==> config.mk <==
export PLATFORM = sky130hd
export DESIGN_NAME = pc_sequencer
export DESIGN_NICKNAME = d
export VERILOG_FILES = /design/src/rtl/pc_sequencer_pkg.sv /design/src/rtl/incrementer_n.sv /design/src/rtl/pc_sequencer.sv
export SDC_FILE = /design/constraint.sdc
export NUM_CORES = 1
export LEC_CHECK = 0
export BUFFER_PORTS_ARGS = -buffer_cell sky130_fd_sc_hd__buf_2
export CORE_MARGIN = 8
export CORE_UTILIZATION = 58
export CTS_BUF_LIST = sky130_fd_sc_hd__clkbuf_4 sky130_fd_sc_hd__clkbuf_8
export DETAILED_ROUTE_END_ITERATION = 10
export HOLD_SLACK_MARGIN = 0.06
export PLACE_DENSITY = 0.89
export SYNTH_ARGS = -nofsm -noshare
export SYNTH_HDL_FRONTEND = slang
export SYNTH_SLANG_ARGS = --single-unit
==> constraint.sdc <==
create_clock -name clk -period 9.9 [get_ports clk]
set_clock_uncertainty 0.2 [all_clocks]
set_input_delay 0.495 -clock clk [delete_from_list [all_inputs] [get_ports clk]]
set_output_delay 0.495 -clock clk [all_outputs]
set_load 0.03 [all_outputs]
==> src/rtl/pc_sequencer_pkg.sv <==
// Shared definitions for the fetch-stage PC sequencer.
// Sequencer state encodings, default reset/exception addresses, instruction-word shift.
// Imported by pc_sequencer; holds no logic.
package pc_sequencer_pkg;

  typedef enum logic [1:0] {
    ST_BOOT   = 2'd0,
    ST_RUN    = 2'd1,
    ST_BUBBLE = 2'd2
  } seqState_t;

  localparam logic [31:0] DEFAULT_RESET_PC   = 32'h0000_0000;
  localparam logic [31:0] DEFAULT_EXC_VECTOR = 32'h0000_0080;

  // Branch offsets are in instruction words; shift converts words to bytes.
  localparam int INSTR_SHIFT = 2;

  // Bubble counter covers 0..7 bubbles.
  localparam int BUB_W = 3;

endpackage

==> src/rtl/incrementer_n.sv <==
// Combinational adder: {carry, sum} = dataIn + STEP, modulo 2**WIDTH with carry out.
// Latency: 0 cycles (pure combinational).
// Backpressure: none; output follows input continuously.
module incrementer_n #(
  parameter int WIDTH = 32,
  parameter int STEP  = 4
) (
  input  logic [WIDTH-1:0] dataIn,
  output logic [WIDTH-1:0] sum,
  output logic             carry
);

  assign {carry, sum} = {1'b0, dataIn} + (WIDTH+1)'(STEP);

endmodule

==> src/rtl/pc_sequencer.sv <==
// Fetch-stage PC sequencer: sequential advance, prioritised redirects, post-redirect bubbles.
// Latency: 1 cycle from accept/redirect to new pc; pc_plus is combinational from pc only.
// Backpressure: pc advances only when pc_valid & pc_ready & ~stall; redirects override stall.
module pc_sequencer
  import pc_sequencer_pkg::*;
#(
  parameter int               WIDTH      = 32,
  parameter int               STEP       = 4,
  parameter logic [WIDTH-1:0] RESET_PC   = WIDTH'(DEFAULT_RESET_PC),
  parameter logic [WIDTH-1:0] EXC_VECTOR = WIDTH'(DEFAULT_EXC_VECTOR),
  parameter int               BUBBLES    = 1
) (
  input  logic             clk,
  input  logic             rst_n,
  input  logic             pc_ready,
  input  logic             stall,
  input  logic             branch_taken,
  input  logic [WIDTH-1:0] branch_offset,
  input  logic             jump_en,
  input  logic [WIDTH-1:0] jump_target,
  input  logic             exc_en,
  output logic [WIDTH-1:0] pc,
  output logic [WIDTH-1:0] pc_plus,
  output logic             pc_valid,
  output logic             wrapped,
  output logic             misaligned
);

  localparam logic [WIDTH-1:0] ALIGN_MASK = WIDTH'(STEP - 1);
  localparam logic [BUB_W-1:0] BUB_INIT   = BUB_W'(BUBBLES);

  seqState_t        stateQ, stateD;
  logic [BUB_W-1:0] bubCntQ, bubCntD;
  logic [WIDTH-1:0] pcQ, pcD, pcPlus, branchTarget, redirectTarget;
  logic             incCarry, redirect, accept, pcValid;
  logic             wrappedQ, misalignedQ;

  incrementer_n #(
    .WIDTH (WIDTH),
    .STEP  (STEP)
  ) u_inc (
    .dataIn (pcQ),
    .sum    (pcPlus),
    .carry  (incCarry)
  );

  // pc_valid is a pure function of registered state, so no input reaches it combinationally.
  assign pcValid      = (stateQ == ST_RUN);
  assign redirect     = (stateQ != ST_BOOT) & (exc_en | jump_en | branch_taken);
  assign accept       = pcValid & pc_ready & ~stall;
  assign branchTarget = pcPlus + (branch_offset << INSTR_SHIFT);

  // Redirect target selection: exception beats jump beats branch.
  always_comb begin
    redirectTarget = branchTarget;
    if (exc_en) begin
      redirectTarget = EXC_VECTOR;
    end else if (jump_en) begin
      redirectTarget = jump_target;
    end
  end

  // Next PC: a redirect wins over a sequential advance; otherwise hold.
  always_comb begin
    pcD = pcQ;
    if (redirect) begin
      pcD = redirectTarget;
    end else if (accept) begin
      pcD = pcPlus;
    end
  end

  // Next state and bubble count; stall freezes the countdown unless a redirect restarts it.
  always_comb begin
    stateD  = stateQ;
    bubCntD = bubCntQ;
    case (stateQ)
      ST_BOOT: begin
        stateD = ST_RUN;
      end
      ST_RUN: begin
        if (redirect && (BUBBLES > 0)) begin
          stateD  = ST_BUBBLE;
          bubCntD = BUB_INIT;
        end
      end
      ST_BUBBLE: begin
        if (redirect) begin
          bubCntD = BUB_INIT;
        end else if (!stall) begin
          if (bubCntQ <= BUB_W'(1)) begin
            stateD  = ST_RUN;
            bubCntD = '0;
          end else begin
            bubCntD = bubCntQ - BUB_W'(1);
          end
        end
      end
      default: begin
        stateD  = ST_BOOT;
        bubCntD = '0;
      end
    endcase
  end

  // State, PC and status flags; misaligned is sticky between redirects.
  always_ff @(posedge clk or negedge rst_n) begin
    if (!rst_n) begin
      stateQ      <= ST_BOOT;
      bubCntQ     <= '0;
      pcQ         <= RESET_PC;
      wrappedQ    <= 1'b0;
      misalignedQ <= 1'b0;
    end else begin
      stateQ   <= stateD;
      bubCntQ  <= bubCntD;
      pcQ      <= pcD;
      wrappedQ <= accept & ~redirect & incCarry;
      if (redirect) begin
        misalignedQ <= |(redirectTarget & ALIGN_MASK);
      end
    end
  end

  assign pc         = pcQ;
  assign pc_plus    = pcPlus;
  assign pc_valid   = pcValid;
  assign wrapped    = wrappedQ;
  assign misaligned = misalignedQ;

endmodule
==> results.json <==
{
  "required_ps": 9870,
  "tightest_slew_ps": 1230,
  "drtPass1Iterations": 5,
  "port_buffers": 135,
  "clock_latency_ps": 300,
  "end_kind": "register",
  "die_y_um": 103,
  "cp_data_arrival_time_ps": 4600,
  "wl_um": 14400,
  "irDropWorstVdd_mv": 0.179,
  "grt_use_total_pct": 27.5,
  "place_hpwl_um": 11100,
  "finalSetupTns_ps": 0,
  "ys_ff_latch": 39,
  "setup_viol": 0,
  "clockBufferDepth": 2,
  "cp_max_fo": 6,
  "fp.dieArea_sq_um": 10700,
  "rsz0062_at_grt": "false",
  "netlist_instances": 556,
  "finish.utilization_pct": 68.6,
  "async_flop_share_pct": 100,
  "nets": 785,
  "pin_count": 138,
  "h-tree-depth": 2,
  "antenna_found_initial": 0,
  "timing.hold.ws_ps": 136,
  "slew_viol_final": 0,
  "p_per_area_nw_per_um2": 335,
  "grt_pass1_vias": 4858,
  "fin_crit_sh_pct": 46.7,
  "clkSinkCount": 39,
  "period_needed_ps": 4630,
  "drive_gt1_share_pct": 23.8,
  "startpoint_type": "register",
  "grt_pass1_wl_um": 23400,
  "finalInstanceArea_sq_um": 5190,
  "wl_per_cell_um": 18.6,
  "ys_warn_count": 0,
  "post-cts-setup-buffers": 0,
  "synthDistinctLibCells": 65,
  "drv_cap": 0,
  "num_vias": 4911,
  "cts_tree": "yes",
  "syn_area_sq_um": 4420,
  "path_clk_slew_ps": 90,
  "layout.cells.non_filler": 775,
  "grt_max_degree": 40,
  "clockRootBuffer": "clkbuf_8",
  "leakagePower_nw": 2.49,
  "drc": 0,
  "diodes": 0,
  "gp_congestion": 0.985,
  "hold_viol_final": 0,
  "syn_to_final_growth_pct": 17.4,
  "fp.dieW_um": 103,
  "syn-num-nets": 669,
  "post_cts_resized": 0,
  "overflow": 0,
  "holdCritPathClass": "primary input to async pin",
  "nFillCells": 647,
  "status": "completed",
  "syn_area_per_cell_sq_um": 7.95,
  "worst-setup-path-type": "register to register",
  "max_clock_freq_mhz": 216,
  "drt_iter0_drc": 382,
  "rows": 32,
  "vias_per_cell": 6.34,
  "synth_enable_flop_cells": 0,
  "ant_nets": 0,
  "dpl_cell_area_sq_um": 5080,
  "coreArea_sq_um": 7570,
  "ctsHoldBuffers": 0,
  "synthFlopType": "dfrtp_1",
  "yosysSeqAreaShare_pct": 22.1,
  "slew_headroom_pct": 17.4,
  "dp_cells": 767,
  "numCtsBuffers": 5,
  "initial_utilization_pct": 58.4
}
==> final timing paths <==
kind,start,end,slack [ps],cells after the start
worst max-delay path,pc[2],pc[28],5270,15
worst min-delay path,rst_n,pc[0],140,1
worst max register to register,pc[2],pc[28],5270,15
worst min register to register,bubCntQ[2],bubCntQ[2],300,1
max in group asynchronous,rst_n,pc[23],8770,1
min in group clk,jump_target[16],pc[16],210,3
==> kinds of logic after synthesis <==
group	count (synthesis)	share of synthesized area (%)
AO/OA/AOI/OAI	159	22.6
buffers and inverters	39	4.47
flip-flops	39	22.1
XOR/XNOR	78	15.6
multiplexers	8	1.84
AND/OR/NAND/NOR	191	21.3
adder cells (fa/ha/maj)	42	12.1
==> Yosys cell counts (3+ instances only) <==
| cell type | number | area [sq um] |
|---|---|---|
| a21boi_0 | 3 | 22.5 |
| a21o_1 | 12 | 90.1 |
| a21oi_1 | 43 | 215 |
| a221oi_1 | 4 | 35.0 |
| a22oi_1 | 12 | 90.1 |
| a31oi_1 | 5 | 31.3 |
| and2_1 | 3 | 18.8 |
| and3_1 | 3 | 18.8 |
| buf_4 | 3 | 22.5 |
| clkbuf_1 | 16 | 60.1 |
| clkbuf_8 | 3 | 41.3 |
| dfrtp_1 | 39 | 976 |
| ha_1 | 41 | 513 |
| inv_1 | 12 | 45.0 |
| mux2i_1 | 7 | 70.1 |
| nand2_1 | 56 | 210 |
| nand2b_1 | 4 | 25.0 |
| nand3_1 | 18 | 90.1 |
| nand4_1 | 14 | 87.6 |
| nor2_1 | 47 | 176 |
| nor2b_1 | 5 | 31.3 |
| nor3_1 | 17 | 85.1 |
| o21a_1 | 3 | 22.5 |
| o21ai_0 | 37 | 185 |
| o21bai_1 | 4 | 30.0 |
| o221ai_1 | 3 | 26.3 |
| o22ai_1 | 8 | 50.1 |
| o31ai_1 | 9 | 67.6 |
| or2_2 | 5 | 31.3 |
| or3_1 | 5 | 31.3 |
| xnor2_1 | 46 | 403 |
| xor2_1 | 31 | 272 |
==> flip-flops by register name, summed over array words and instances (netlist names) <==
signal and count:
misaligned 1, stateQ 2, wrapped 1, bubCntQ 3, pc 32
==> placed cells by master (no fill, tap or decap), drive strengths merged, types with 31 or more instances in the layout <==
cell | Yosys | final
buf | 7 | 136
nor2 | 47 | 47
o21ai | 39 | 39
a21oi | 43 | 43
xnor2 | 47 | 47
ha | 41 | 41
nand2 | 56 | 56
dfrtp | 39 | 39
xor2 | 31 | 31
==> report_power, final <==
part / total, W / internal (W) / leakage, nW / switching (W)
combinational: 0.00126 / 0.000440 / 1.93 / 0.000824
clock: 0.000138 / 0.0000752 / 0.0581 / 0.0000631
sequential: 0.000338 / 0.000224 / 0.508 / 0.000113
==> area by class of cell <==
class                      instances  area, sq um  share of cell area, %
multi-input combinational        478         3250                   62.5
clock inverter                     3         43.8                  0.844
clock buffer                       5         68.8                   1.33
inverter                          12         45.0                  0.868
timing repair buffer             136          683                   13.2
sequential                        39          976                   18.8
tap                              102          128                   2.46
==> layer usage <==
metal  part of all wire (%)  track usage [%]
met5                      0                0
met4                    3.8             13.3
met3                    9.1             3.68
met2                     48             46.1
met1                     39             34.0
==> per-stage QoR <==
stage          total power [W]  worst slack, ps
2_1_floorplan          0.00126             5710
3_3_place_gp           0.00154             5710
3_5_place_dp           0.00157             5640
4_1_cts                0.00172             5530
5_1_grt                0.00186             4980
6_report               0.00174             5270
==> worst max-delay path, cell delays in order, from the launching register on <==
cell and delay [ps]:
dfrtp_1 500, ha_1 260, nand3_1 280, nor2_1 300
nand4_1 240, nor2_1 180, xor2_1 260, ha_1 340
nand2_1 180, nor2_1 90, a221oi_1 320, o31ai_1 210
a221oi_1 590, o21ai_0 260, mux2i_1 200, nand2_1 70
No activity file was read; power rests on OpenSTA's default activity.
